$ cat src/rtl/regfile_port_arbiter_pkg.sv
// risc16_arb_pkg: shared sizes, state type and write-enable decode for the register-file port arbiter
package risc16_arb_pkg;
  localparam int NUM_REQ = 8;
  localparam int IDX_W = 3;
  localparam int HOLD_W = 8;
  typedef enum logic {IDLE, GRANT} arb_state_t;
  function automatic logic [NUM_REQ-1:0] dec3to8(input logic [IDX_W-1:0] idx, input logic en);
    return en ? NUM_REQ'(1) << idx : '0;
  endfunction
endpackage

$ cat src/rtl/regfile_port_arbiter_if.sv
// regfile_port_arbiter_if: request/grant bundle between requesters and the write-port arbiter
interface regfile_port_arbiter_if;
  import risc16_arb_pkg::*;
  logic [NUM_REQ-1:0] req;
  logic [IDX_W-1:0] grant_idx;
  logic grant_en;
  logic [NUM_REQ-1:0] grant;
  logic revoked;
  modport master (output req, input grant_idx, grant_en, grant, revoked);
  modport slave (input req, output grant_idx, grant_en, grant, revoked);
endinterface

$ cat src/rtl/regfile_port_arbiter_rr_pick8.sv
// rr_pick8: first set request at or after ptr, wrapping 7->0 (rotate, priority-encode, un-rotate)
module rr_pick8
  import risc16_arb_pkg::*;
(
  input  logic [NUM_REQ-1:0] i_req,
  input  logic [IDX_W-1:0]   i_ptr,
  output logic [IDX_W-1:0]   o_idx,
  output logic               o_valid
);
  logic [2*NUM_REQ-1:0] w_dbl;
  logic [NUM_REQ-1:0] w_rot;
  logic [IDX_W-1:0] w_pos;
  assign w_dbl = {i_req, i_req} >> i_ptr;
  assign w_rot = w_dbl[NUM_REQ-1:0];
  always_comb begin
    w_pos = '0;
    for (int i = NUM_REQ - 1; i >= 0; i--)
      if (w_rot[i]) w_pos = IDX_W'(i);
  end
  assign o_idx = w_pos + i_ptr;
  assign o_valid = |i_req;
endmodule

$ cat src/rtl/regfile_port_arbiter.sv
// regfile_port_arbiter: round-robin owner of the register-file write port with a hold-time limit
module regfile_port_arbiter
  import risc16_arb_pkg::*;
#(
  parameter int MAX_HOLD = 16
) (
  input logic clk,
  input logic rst,
  regfile_port_arbiter_if.slave bus
);
  arb_state_t r_state, w_state_n;
  logic [IDX_W-1:0] r_ptr, w_ptr_n, r_owner, w_owner_n, w_pick_idx;
  logic [HOLD_W-1:0] r_hold, w_hold_n;
  logic r_en, w_en_n, r_rev, w_rev_n, w_pick_valid, w_limit;
  rr_pick8 u_pick (
    .i_req  (bus.req),
    .i_ptr  (r_ptr),
    .o_idx  (w_pick_idx),
    .o_valid(w_pick_valid)
  );
  assign w_limit = (MAX_HOLD != 0) && (r_hold == HOLD_W'(MAX_HOLD));
  always_ff @(posedge clk) begin
    if (rst) begin
      r_state <= IDLE;
      r_ptr <= '0;
      r_owner <= '0;
      r_hold <= '0;
      r_en <= 1'b0;
      r_rev <= 1'b0;
    end else begin
      r_state <= w_state_n;
      r_ptr <= w_ptr_n;
      r_owner <= w_owner_n;
      r_hold <= w_hold_n;
      r_en <= w_en_n;
      r_rev <= w_rev_n;
    end
  end
  // Every ownership change passes through IDLE, leaving a gap cycle on the decoder enable
  always_comb begin
    w_state_n = r_state;
    w_ptr_n = r_ptr;
    w_owner_n = r_owner;
    w_hold_n = r_hold;
    w_en_n = r_en;
    w_rev_n = 1'b0;
    case (r_state)
      IDLE: begin
        w_en_n = w_pick_valid;
        if (w_pick_valid) begin
          w_owner_n = w_pick_idx;
          w_hold_n = HOLD_W'(1);
          w_state_n = GRANT;
        end
      end
      GRANT: begin
        if (!bus.req[r_owner] || w_limit) begin
          w_en_n = 1'b0;
          w_rev_n = bus.req[r_owner];
          w_ptr_n = r_owner + 1'b1;
          w_state_n = IDLE;
        end else begin
          w_hold_n = (r_hold == '1) ? r_hold : r_hold + 1'b1;
        end
      end
      default: w_state_n = IDLE;
    endcase
  end
  assign bus.grant_idx = r_owner;
  assign bus.grant_en = r_en;
  assign bus.revoked = r_rev;
  assign bus.grant = dec3to8(r_owner, r_en);
endmodule

$ cat src/flat_wrapper.sv
// flat-port wrapper written by rule: the top's interface ports become plain ports
module regfile_port_arbiter_flat import risc16_arb_pkg::*;
#(
  parameter int MAX_HOLD = 16
)
  (clk, rst, bus_req, bus_grant_idx, bus_grant_en, bus_grant, bus_revoked);
  regfile_port_arbiter_if bus_i ();
  input logic clk;
  input logic rst;
  input wire logic [$bits(bus_i.req)-1:0] bus_req;
  output wire logic [$bits(bus_i.grant_idx)-1:0] bus_grant_idx;
  output wire logic [$bits(bus_i.grant_en)-1:0] bus_grant_en;
  output wire logic [$bits(bus_i.grant)-1:0] bus_grant;
  output wire logic [$bits(bus_i.revoked)-1:0] bus_revoked;
  assign bus_i.req = bus_req;
  assign bus_grant_idx = bus_i.grant_idx;
  assign bus_grant_en = bus_i.grant_en;
  assign bus_grant = bus_i.grant;
  assign bus_revoked = bus_i.revoked;
  regfile_port_arbiter #(.MAX_HOLD(MAX_HOLD)) u_core (.clk(clk), .rst(rst), .bus(bus_i));
endmodule
$ cat config.mk
export PLATFORM = sky130hd
export DESIGN_NAME = regfile_port_arbiter_flat
export DESIGN_NICKNAME = d
export VERILOG_FILES = /design/src/rtl/regfile_port_arbiter_pkg.sv /design/src/rtl/regfile_port_arbiter_if.sv /design/src/rtl/regfile_port_arbiter_rr_pick8.sv /design/src/rtl/regfile_port_arbiter.sv /design/src/flat_wrapper.sv
export SDC_FILE = /design/constraint.sdc
export NUM_CORES = 1
export LEC_CHECK = 0
export ABC_AREA = 1
export CORE_UTILIZATION = 56
export CTS_BUF_LIST = sky130_fd_sc_hd__clkbuf_4
export CTS_CLUSTER_DIAMETER = 60
export DETAILED_ROUTE_END_ITERATION = 16
export HOLD_SLACK_MARGIN = 0.12
export PLACE_DENSITY = 0.88
export SLEW_MARGIN = 40
export SYNTH_ARGS = -nofsm -noshare
export SYNTH_HDL_FRONTEND = slang
export SYNTH_SLANG_ARGS = --single-unit
$ cat constraint.sdc
create_clock -name clk -period 3.3 [get_ports clk]
set_input_delay 0.99 -clock clk [delete_from_list [all_inputs] [get_ports clk]]
set_output_delay 0.99 -clock clk [all_outputs]
set_load 0.02 [all_outputs]
## After elaboration in Yosys (flattened, before gate mapping)

Cells that the tools add are included.

| cells by class | value |
|---|---|
| equal/unequal tests | 6 |
| bitwise gates (word level) | 2 |
| shifts and indexed selects | 2 |
| order comparisons | 1 |
| reduce and logical (&&, ||, !) cells | 7 |
| muxes and demuxes | 20 |
| $add $sub $neg | 3 |

Operators with widths:

| kind | number |
|---|---|
| 8-bit two-way mux | 4 |
| 3-bit two-way mux | 8 |
| 8-bit one-hot mux with 2 select lines | 1 |
| 16-bit by 3-bit right shift with 8-bit output | 1 |
| 8-bit by 1-bit adder with 8-bit output, second input constant | 1 |
| 8-bit by 5-bit equality test with 1-bit output, second input constant | 1 |
| 8-bit equality test, second input constant | 1 |
| 8-bit OR reduction | 1 |
| 1-bit by 3-bit left shift with 8-bit output, first input constant | 1 |
| 2-bit != test, second input constant | 3 |
| 3-bit by 4-bit < comparator with 1-bit output, second input constant | 1 |
| 1-bit two-way mux | 4 |
| 1-bit one-hot mux with 2 select lines | 2 |
| 2-bit AND reduction | 2 |
| 3-bit by 1-bit adder with 3-bit output, second input constant | 1 |
| 3-bit adder | 1 |
| 1-bit binary-select mux with 3-bit select | 1 |
| 3-bit AND reduction | 1 |
| 3-bit OR reduction | 1 |
| 2-bit by 1-bit != test with 1-bit output, second input constant | 1 |
| 1-bit inverter | 2 |
| 1-bit zero test | 1 |
| 1-bit logical OR | 1 |

| word-level totals | value |
|---|---|
| word-level logic and storage cells | 47 |
| bits of input ports | 10 |
| flip-flop bits (word level) | 17 |
| output and inout port bits | 13 |

## Longest topological paths before layout

Gate-level depths: netlist of run 1.

| depth | value |
|---|---|
| word-level depth | 10 |
| gate-level depth with buffers | 21 |
| mapped depth without buffers | 20 |

## Modules after synthesis

From an unflattened synthesis of run 1, not the netlist that was laid out.

| unflattened totals | value |
|---|---|
| cell total of the unflattened synthesis | 262 |
| area total of the unflattened synthesis | 1,641.6 µm² |

Modules (own cells, without submodules):

| module | area an instance (µm²) | sequential area each (µm²) | cells an instance | instances |
|---|---|---|---|---|
| regfile_port_arbiter | 1,109.8 | 340.3 | 164 | 1 |
| rr_pick8 | 531.8 | 0.0 | 98 | 1 |

## Worst setup path before layout of run 1

No wires, ideal clock.

| timing | value |
|---|---|
| path type | in2reg |
| from | in bus_req[5] |
| to | reg u_core.r_owner[2] (netlist: u_core.bus.grant_idx[2]) |
| cell stages on the path | 19 |
| required time | 3,187 ps |
| slack | 610 ps |
| arrival time | 2,577 ps |
| path through | nand2_1 > nand3_1 > nand2_1 > nand2_1 > nand2_1 > nand2_1 > nand2_1 > nand2_1 > nand2_1 > nand2_1 > a21oi_1 > ha_1 > inv_1 > fa_1 > xor2_1 > inv_1 > nand3_1 > nand3_1 > nand2_1 |

| on the way | value |
|---|---|
| longest elaborated chain between the ends | 10 |
| elaborated cells on any way between the ends | 12 |
| classes of those cells | add/sub: 1; shift: 1; mux: 8; reduce/logical: 2 |

RTL lines:

| what | RTL line | RTL |
|---|---|---|
| start: declaration | flat_wrapper.sv:10 | `input wire logic [$bits(bus_i.req)-1:0] bus_req;` |
| 16-bit by 3-bit right shift with 8-bit output | regfile_port_arbiter_rr_pick8.sv:13 | `assign w_dbl = {i_req, i_req} >> i_ptr;` |
| 3-bit two-way mux (8 in series) | regfile_port_arbiter_rr_pick8.sv:18 | `if (w_rot[i]) w_pos = IDX_W'(i);` |
| 3-bit adder | regfile_port_arbiter_rr_pick8.sv:20 | `assign o_idx = w_pos + i_ptr;` |
| end signal: assignment | regfile_port_arbiter.sv:33 | `r_owner <= w_owner_n;` |
| end: declaration | regfile_port_arbiter.sv:12 | `logic [IDX_W-1:0] r_ptr, w_ptr_n, r_owner, w_owner_n, w_pick_idx;` |

Several ways; a longest one is shown, not always the timed one.
A chain may end at the register's enable or synchronous reset.

## Final worst setup path of run 1

| timing | value |
|---|---|
| from | in bus_req[0] |
| to | reg u_core.r_owner[2] (netlist: u_core.bus.grant_idx[2]) |

Same word-level chain as after synthesis.

==> results.yml, run 1 <==
drt:
  route.met3.wl_um: 159
  topRoutingLayerUsed: "met4"
  wl_met1_um: 1602
  drt_iter0_drc: 74
  ant_nets: 0
  postRouteWirelength_um: 3707
  wl_per_cell_um: 12.07
  dr_wl_met2_um: 1875
  num_vias: 1679
  viasPerCell: 5.469
  drt-pass1-iter-count: 4
  route.detailed.drc: 0
grt:
  grt_usage: 0.2413
  antenna_found_initial: 0
  grt_max_degree: 18
  grt_pass1_wl_um: 6175
  overflow: 0
  grt_pass1_vias: 1489
yosys:
  ys_ff_latch: 17
  syn_inst: 249
  synth_async_sr_flop_share: 0
  yosysMostFrequentCell: "nand2_1"
  synth_top_area_frac: 0.2143
  yosysUniqueCellTypes: 34
  synth.net_count: 269
  synth-main-ff-cell: "dfxtp_1"
  ys_top_cells_by_count: "nand2_1, nand3_1, nor2_1"
  ys.warnings.count: 0
  postSynthAreaPerCell_um2: 6.377
  synth.yosys.seq_area_share: 0.2143
  yosysTopAreaCell: "dfxtp_1"
  syn_area_mm2: 0.001588
  synth_enable_flop_cells: 0
  synth_area_leaders: "dfxtp_1, nand2_1, nand3_1, ha_1, nor2_1"
die:
  die_width_um: 55.25
  row_count: 18
  coreArea_mm2: 0.002567
  dieArea_mm2: 0.003052
  die_y_um: 55.25
  start_util: 0.6184
  io_pins: 23
clock_network:
  root_buffer: "clkbuf_4"
  cts_max_level: 1
  numClockSinks: 17
  cts.path.max_buffers: 2
  insertion_delay_ps: 300
  cts_buffers: 3
  cts.clk_slew.worst_paths_ps: 100
  cts_tree: "yes"
timing:
  report.final.setup_viol: 0
  drv_slew: 0
  fin_hold_ws_ps: 526.1
  fin_ws_ps: 219.0
  layout_min_cycle_time_ps: 3081
  worst_pin_slew_ps: 462.0
  max_freq_mhz: 324.6
  hold_viol: 0
  period_share: 0.9336
  slew_headroom: 0.6916
  finalClockSkew_ps: 4.970
setup_path:
  path_class: "input pin to flop"
  r2r_setup_slack_ps: 650
  crit_arrival_ps: 3280
  start_kind: "input pin"
  crit_fanout: 3
  cp.required_ps: 3500
  worstSetupEndpointType: "flop"
run:
  cap_violations: 0
placed_design:
  place_area_mm2: 0.001851
  place_ws_ps: -104.7
  place_congestion: 0.8754
  dp_cells: 303
  io_buffers: 22
  place_hpwl_um: 2844
outcome:
  outcome: "completed"
final_layout:
  diodes: 0
  finalNonFillerCells: 307
  area_growth_pct: 21.28
  fin_area_mm2: 0.001926
  finalNetCount: 298
  drive_gt1_frac: 0.1625
pwr:
  power.total_mw: 1.508
  power_density_mw_per_mm2: 783.1
  vdd.ir_drop.worst_mv: 0.6105
  power.leakage_nw: 0.9284
min_path:
  hp-class: "flop to flop"
## placed cells by master, fill, tap and decap left out, drive strengths merged, types with 2 or more instances in the layout
cell type | netlist | routed
a21oi | 15 | 15
buf | 4 | 7
clkbuf | 1 | 4
clkdlybuf4s50 | 0 | 17
dfxtp | 17 | 17
dlymetal6s2s | 0 | 5
ha | 9 | 9
inv | 28 | 28
nand2 | 80 | 80
nand3 | 43 | 43
nand4 | 2 | 2
nor2 | 26 | 26
nor3 | 2 | 2
o211ai | 3 | 3
o21ai | 7 | 7
xnor2 | 2 | 2
xor2 | 4 | 4
## layout make-up
class / instances / area (um^2)
clock buffers: 4 / 30.03
fillers: 212 / 641.9
inverters: 29 / 111.4
multi-input cells: 198 / 1121
flip-flops and latches: 17 / 340.3
well taps: 30 / 37.54
repair buffers: 29 / 285.3
## final timing paths
| check | from | to | cells after the start |
|---|---|---|---|
| max reg2reg | u_core.r_ptr[2] | u_core.bus.grant_idx[2] | 16 |
| min reg2reg | u_core.r_hold[7] | u_core.r_hold[7] | 2 |
| min | u_core.r_hold[7] | u_core.r_hold[7] | 2 |
| max | bus_req[0] | u_core.bus.grant_idx[2] | 19 |
## timing repair
item	in CTS	in global routing
buffers inserted	0	0
hold endpoints to repair	0	0
hold buffers	0	0
resized for setup	0	13
endpoints found under the setup margin	0	1
## power breakdown
| part | total, mW | internal (mW) | switching (mW) |
|---|---|---|---|
| Clock | 0.120 | 0.0553 | 0.0651 |
| Sequential | 0.380 | 0.262 | 0.118 |
| Combinational | 1.01 | 0.380 | 0.627 |
| Total | 1.51 | 0.697 | 0.811 |
## layer usage
layer,global-route usage,vias to the layer above
met5,0,-
met4,0.07857,0
met3,0.02108,9
met2,0.4544,42
met1,0.2836,765
li1,-,863
## flip-flops by register name, summed over array words and instances, names as in the netlist
name                  cells
u_core.bus.revoked        1
u_core.r_state            1
u_core.bus.grant_en       1
u_core.r_ptr              3
u_core.bus.grant_idx      3
u_core.r_hold             8
## metrics by stage
step	util	TNS, ps
after floorplan	-	0
after global placement	0.7208	-44.84
after detailed placement	0.7208	-104.7
after CTS	0.7325	0
after global routing	0.7500	-10.97
final	0.7500	0
## worst max-delay path: stages
cell and delay (ps):
clkdlybuf4s50_1 510, nand2_1 90, nand3_1 140, nand3_1 80
nand2_1 90, nand2_1 60, nand2_1 50, nand2_1 50
nand2_1 50, nand2_1 40, a21oi_1 130, ha_1 160
inv_1 50, fa_1 360, xor2_1 160, inv_1 70
nand3_1 70, nand3_1 90, nand2_1 40
## logic make-up after synthesis
| group | count (synthesis) | share of synthesized area |
|---|---|---|
| compound gates | 26 | 0.1174 |
| buf+inv | 34 | 0.1001 |
| xor+xnor | 6 | 0.03310 |
| flops | 17 | 0.2143 |
| simple gates | 156 | 0.4516 |
| fa+ha+maj | 10 | 0.08353 |
No activity file was read; power rests on OpenSTA's default activity.
==> run 2: changes to the inputs <==
--- a/config.mk
+++ b/config.mk
@@ -8,7 +8,7 @@
 export ABC_AREA = 1
 export CORE_UTILIZATION = 56
 export CTS_BUF_LIST = sky130_fd_sc_hd__clkbuf_4
-export CTS_CLUSTER_DIAMETER = 60
+export CTS_CLUSTER_DIAMETER = 30
 export DETAILED_ROUTE_END_ITERATION = 16
 export HOLD_SLACK_MARGIN = 0.12
 export PLACE_DENSITY = 0.88
==> results of run 2 <==
The final DEF is identical to that of run 1; final timing and power are the same.
